===== src/rtl/shift_issue_stage.sv =====
// shift_issue_stage: decodes R-type shift instructions into barrel-shifter operands behind a 2-entry skid buffer.
// Optional issued-shift counter enabled by defining SHIFT_ISSUE_PERF_EN.
module shift_issue_stage #(
    parameter int N_bits = 32,
    localparam int SA_bits = $clog2(N_bits)
) (
    input  logic               clk,
    input  logic               rst_n,
    input  logic               in_valid,
    output logic               in_ready,
    input  logic [5:0]         funct,
    input  logic [SA_bits-1:0] shamt,
    input  logic [N_bits-1:0]  rs,
    input  logic [N_bits-1:0]  rt,
    output logic               out_valid,
    input  logic               out_ready,
    output logic [N_bits-1:0]  d,
    output logic [SA_bits-1:0] shift_amount,
    output logic               right,
    output logic               arith,
    output logic               illegal,
    output logic [31:0]        perf_count
);
    typedef struct packed {
        logic [N_bits-1:0]  d;
        logic [SA_bits-1:0] amt;
        logic               right;
        logic               arith;
        logic               illegal;
    } op_t;
    typedef enum logic [1:0] {EMPTY, ONE, FULL} state_t;
    state_t r_state, w_state_nxt;
    op_t    r_main, r_skid, w_dec;
    logic   r_in_ready;
    logic   w_legal, w_accept, w_present;
    logic   w_load_main_in, w_load_main_skid, w_load_skid;
    logic   w_unused_rs;
    assign w_unused_rs = ^rs[N_bits-1:SA_bits];
    // Shift opcodes are 000xyz with yz != 01; funct[2] selects the variable form.
    assign w_legal = (funct[5:3] == 3'b000) && (funct[1:0] != 2'b01);
    always_comb begin
        w_dec         = '0;
        w_dec.d       = rt;
        w_dec.illegal = !w_legal;
        w_dec.amt     = !w_legal ? '0 : funct[2] ? rs[SA_bits-1:0] : shamt;
        w_dec.right   = w_legal & funct[1];
        w_dec.arith   = w_legal & funct[1] & funct[0];
    end
    assign out_valid = (r_state != EMPTY);
    assign in_ready  = r_in_ready;
    assign w_accept  = in_valid & r_in_ready;
    assign w_present = out_valid & out_ready;
    always_comb begin
        w_state_nxt      = r_state;
        w_load_main_in   = 1'b0;
        w_load_main_skid = 1'b0;
        w_load_skid      = 1'b0;
        case (r_state)
            EMPTY: begin
                w_state_nxt    = w_accept ? ONE : EMPTY;
                w_load_main_in = w_accept;
            end
            ONE: begin
                w_state_nxt    = (w_accept && !w_present) ? FULL :
                                 (w_present && !w_accept) ? EMPTY : ONE;
                w_load_main_in = w_accept && w_present;
                w_load_skid    = w_accept && !w_present;
            end
            FULL: begin
                w_state_nxt      = w_present ? ONE : FULL;
                w_load_main_skid = w_present;
            end
            default: w_state_nxt = EMPTY;
        endcase
    end
    always_ff @(posedge clk or negedge rst_n) begin
        if (!rst_n) begin
            r_state    <= EMPTY;
            r_in_ready <= 1'b1;
            r_main     <= '0;
            r_skid     <= '0;
        end else begin
            r_state    <= w_state_nxt;
            r_in_ready <= (w_state_nxt != FULL);
            if (w_load_main_in)
                r_main <= w_dec;
            else if (w_load_main_skid)
                r_main <= r_skid;
            if (w_load_skid)
                r_skid <= w_dec;
        end
    end
    assign d            = r_main.d;
    assign shift_amount = r_main.amt;
    assign right        = r_main.right;
    assign arith        = r_main.arith;
    assign illegal      = r_main.illegal;
`ifdef SHIFT_ISSUE_PERF_EN
    logic [31:0] r_perf_count;
    always_ff @(posedge clk or negedge rst_n) begin
        if (!rst_n)
            r_perf_count <= '0;
        else if (w_present && !r_main.illegal)
            r_perf_count <= r_perf_count + 32'd1;
    end
    assign perf_count = r_perf_count;
`else
    assign perf_count = '0;
`endif
endmodule


===== config.mk =====
export PLATFORM = sky130hd
export DESIGN_NAME = shift_issue_stage
export DESIGN_NICKNAME = d
export VERILOG_FILES = /design/src/rtl/shift_issue_stage.sv
export SDC_FILE = /design/constraint.sdc
export NUM_CORES = 1
export LEC_CHECK = 0
export ABC_AREA = 1
export BUFFER_PORTS_ARGS = -buffer_cell sky130_fd_sc_hd__buf_2
export CORE_UTILIZATION = 30
export DETAILED_ROUTE_END_ITERATION = 10
export HOLD_SLACK_MARGIN = 0.03
export PLACE_DENSITY = 0.52
export SYNTH_ARGS = -nofsm -noshare
export SYNTH_HDL_FRONTEND = slang
export SYNTH_SLANG_ARGS = --single-unit

===== constraint.sdc =====
create_clock -name clk -period 1.2 [get_ports clk]
set_input_delay 0.06 -clock clk [delete_from_list [all_inputs] [get_ports clk]]
set_output_delay 0.06 -clock clk [all_outputs]
set_load 0.01 [all_outputs]

# Yosys cells after proc, flatten, opt, wreduce, memory -nomap -nowiden
# Index checks and enable logic that the tools add are counted.
# totals
ff_bits	83
out_inout_bits	74
input_bits	79
# classes
mux	12
bitwise	4
n_eq_ne	4
n_reduce_logical	11
# ops
operator	count
$mux W40	2
$mux W5	2
$pmux W2 S3	1
$and A1 B1 Y1	4
$logic_and A1 B1 Y1	4
$mux W1	4
$mux W2	2
$reduce_bool A2 Y1	2
$logic_not A1 Y1	3
$logic_not A3 Y1	1
$eq A2 B1 Y1 const B	1
$eq A2 B2 Y1 const B	1
$logic_not A2 Y1	1
$ne A2 B1 Y1 const B	1
$ne A2 B2 Y1 const B	1
$pmux W1 S2	1

# Depth between registers and ports, before layout
# logic_depth
word_depth	7
ltp_mapped	9

# Worst setup path before layout
# OpenSTA, ideal clock, no wires.
# synth_timing
kind	reg-to-reg
startpoint	register r_in_ready, in the netlist in_ready
endpoint	register r_main, in the netlist d[14]
setup_slack_ns	-0.160
t_required_ns	1.076
stages_incl_launch_ff	8
arrival_time_ns	1.236
setup_time_ns	0.124
synth_period_minus_slack_ns	1.360
cell_sequence	dfstp_2 -> nand2_1 -> nor2_2 -> nand2_1 -> buf_4 -> buf_2 -> nand3_1 -> nand3_1
# synth_between
elab_chain_len	4
word_cells_on_any_way	5
classes_between	mux: 2; bitwise: 1; reduce/logical: 2
# synth_lines
element	line	rtl
start, declared	34	logic r_in_ready;
start signal, assigned	84	r_in_ready <= (w_state_nxt != FULL);
$and A1 B1 Y1 *	51	assign w_accept = in_valid & r_in_ready;
$logic_and A1 B1 Y1	66	w_load_main_in = w_accept && w_present;
$pmux W1 S2 *	58	case (r_state)
$mux W40 or $reduce_bool A2 Y1 (tied branches)	--	
end signal, assigned	86	r_main <= w_dec;
end signal, assigned	88	r_main <= r_skid;
end, declared	33	op_t r_main, r_skid, w_dec;
# Every way passes the cells marked *; elsewhere a longest branch is shown, timed or not.
# A chain may end at the register's enable or synchronous reset.

# Final worst setup path
# layout_timing
startpoint	register r_in_ready, in the netlist in_ready
endpoint	register r_main, in the netlist arith
# The elaborated chain is that of the path after synthesis.

==> summary.txt <==
outcome -> finished with violations
failing checks -> setup timing
total design power -> 12200 µW
Leakage -> 0.00298 µW
commonest non-fill, non-tap cells in the layout -> 202 x sky130_fd_sc_hd__nand2_1, 91 x sky130_fd_sc_hd__buf_2, 82 x sky130_fd_sc_hd__dfrtp_1, 69 x sky130_fd_sc_hd__nand3_1, 36 x sky130_fd_sc_hd__nor2_1
number of antenna violations at the first check in global routing -> 0
global-route wire length before repair -> 15.5 mm
Cell Pwr Density -> 2220 nW/µm²
Avg WL per Cell -> 11.9 µm
stage delay of the slowest cell on the critical path -> 0.53 ns
Die Footprint -> 13500 µm²
half-perimeter wire length after detailed placement -> 6.28 mm
Worst-Skew Late Latency -> 0.33 ns
master of the slowest instance on the critical path -> sky130_fd_sc_hd__dfstp_2
required arrival time at the worst endpoint -> 1.43 ns
largest fanout on the critical path -> 11
number of global-route vias before repair -> 3189
Avg Synthesized Cell Area -> 7.89 µm²
Die Width -> 116 µm
non-filler cells, final -> 811
total negative slack for setup checks -> -7.72 ns
synthesized instance count -> 496
Worst path top cell family by delay -> flip-flops
path type of the worst min-delay path -> in2reg
post-layout min period -> 1.33 ns
drt pass-1 iters -> 4
# placed instances -> 755
weighted congestion at the end of routability-driven global placement -> 0.790
cell mode on critical path -> sky130_fd_sc_hd__nand2_1
Final Skew -> 0.00581 ns
aggregate routed wire length -> 9.68 mm
number of max-cap violations -> 0
most common library cell in the layout ignoring fill and taps -> sky130_fd_sc_hd__nand2_1
sort of element at the start of the critical path -> flip-flop
cell area after technology mapping -> 3920 µm²
Final Slew Violations -> 0
master cell of the clock root buffer -> sky130_fd_sc_hd__clkbuf_16
number of DRC violations after detailed routing -> 0
Worst Setup Path Type -> reg2reg
Yosys warning total -> 0
number of fillers in the final layout -> 1304
maximum clock frequency -> 752 MHz
final setup violating endpoints -> 83
Max Root-Sink Buffers -> 2
setup repair after global routing missed its margin -> yes
vias per cell -> 4.25
critical path endpoint category -> flip-flop
fraction of layout cells with a size suffix above 1 -> 24.4%
Antenna Nets Post-Route -> 0
ratio of final minimum period to clock period -> 111%
CTS buffer count -> 9
CTS tree -> yes
FF-to-FF setup slack -> -0.13 ns
register bit total from synthesis -> 83
Std-Cell Core Area -> 12700 µm²
Area Growth Syn to Fin -> 40.5%
end-of-flow core utilization -> 43.4%
gr usage total -> 15.1%
site row count -> 41
pin count of the biggest net entering global routing -> 84
sequential cell area fraction in the yosys report -> 53.1%
data arrival time of the worst path -> 1.56 ns
worst slack after detailed placement -> -0.177 ns
leftover overflow at the end of global routing -> 0
peak supply drop -> 0.000734 V
CP Cell Sequence -> nand2_2 -> nor2_4 -> nand2_4 -> inv_4 -> buf_12 -> nand2_1 -> nand2_1 -> inv_1
Worst Path Buf+Inv -> 3
Net count, final -> 713
Port Buf Inserts -> 93
final hold violation count -> 0
io pins -> 153
Final WS setup -> -0.130 ns
H-tree depth reported by CTS -> 3
number of distinct library cells after synthesis -> 17
Inserted Diodes -> 0
starting density of the core -> 30.9%
count of clock tree sinks -> 83
clock-pin slew reported for the worst setup and hold paths after clock tree synthesis -> 0.06 ns
DR vias -> 3450
First DRT Iteration DRCs -> 222
Die Ht -> 116 µm
## stage by stage
step,hold slack (ns),instance area (µm²)
final,0.0721,5500
after global placement,0.127,4530
after CTS,0.0571,5370
after floorplan,-0.236,4080
after detailed placement,0.130,4530
after global routing,0.0794,5500
## state kept, by name (all words and copies together), names as in the netlist
name	flops
arith	1
r_skid	40
illegal	1
in_ready	1
right	1
r_state	2
shift_amount	5
d	32
## timing repair
| item | in CTS | in global routing |
|---|---|---|
| resized for setup | 27 | 21 |
| gates cloned | 1 | 3 |
| setup endpoints to repair | 84 | 84 |
| setup buffers | 2 | 0 |
| pin swaps | 2 | 4 |
| endpoints found under the hold margin | 148 | 0 |
| hold buffers | 34 | 0 |
## final cells by class
| class | count | area, µm² | share of cell area (%) |
|---|---|---|---|
| clock buffer | 12 | 267 | 4.85 |
| tap | 172 | 215 | 3.91 |
| clock inverter | 4 | 95.1 | 1.73 |
| inverter | 27 | 116 | 2.12 |
| sequential | 83 | 2080 | 37.8 |
| multi-input combinational | 360 | 1530 | 27.9 |
| timing repair buffer | 153 | 1200 | 21.7 |
## metal layers
layer  GRT usage [%]  vias to the layer above  wire, µm
li1                -                     1747         -
met1            18.1                     1615      4310
met2            26.5                       77      4910
met3            2.44                       11       293
met4            7.09                        0       170
met5               0                        -         0
## where the power goes
part           leakage [µW]  total [µW]  switching, µW  internal [µW]
Clock              0.000179        3270           1070           2200
Combinational       0.00176        4120           2260           1870
Sequential          0.00103        4800            703           4100
Total               0.00298       12200           4030           8170
## cells in the mapped netlist
cell | number | share of area, %
sky130_fd_sc_hd__dfrtp_1 | 82 | 52
sky130_fd_sc_hd__inv_1 | 23 | 2.2
sky130_fd_sc_hd__buf_6 | 2 | 0.58
sky130_fd_sc_hd__nand4_1 | 3 | 0.48
sky130_fd_sc_hd__conb_1 | 1 | 0.096
sky130_fd_sc_hd__nor2_1 | 36 | 3.5
sky130_fd_sc_hd__nand3_1 | 71 | 9.1
sky130_fd_sc_hd__buf_2 | 17 | 2.2
sky130_fd_sc_hd__nor2_2 | 1 | 0.16
sky130_fd_sc_hd__or2_2 | 1 | 0.16
sky130_fd_sc_hd__clkinv_1 | 1 | 0.096
sky130_fd_sc_hd__buf_4 | 38 | 7.3
sky130_fd_sc_hd__o21ai_0 | 3 | 0.38
sky130_fd_sc_hd__nand2_2 | 1 | 0.16
sky130_fd_sc_hd__dfstp_2 | 1 | 0.67
sky130_fd_sc_hd__inv_2 | 3 | 0.29
sky130_fd_sc_hd__nand2_1 | 212 | 20
## tightest hold or removal path: cells and delay by family
family	cells	cell delay [ns]
simple gates	2	0.16
buf+inv	1	0.07
compound gates	1	0.07
## kinds of logic after synthesis
group	synth area share, %
buf+inv	12.6
flops	53.1
simple gates	33.8
other cells	0.0958
compound gates	0.383
## final timing paths
kind / startpoint / endpoint / cells past startpoint
min in group asynchronous: rst_n / d[5] / 3
min reg2reg: r_skid[0] / r_skid[0] / 2
max reg2reg: in_ready / arith / 8
max in group asynchronous: rst_n / r_skid[22] / 3
max: in_ready / arith / 8
min: funct[3] / r_skid[1] / 4
(Power assumes the default switching activity.)
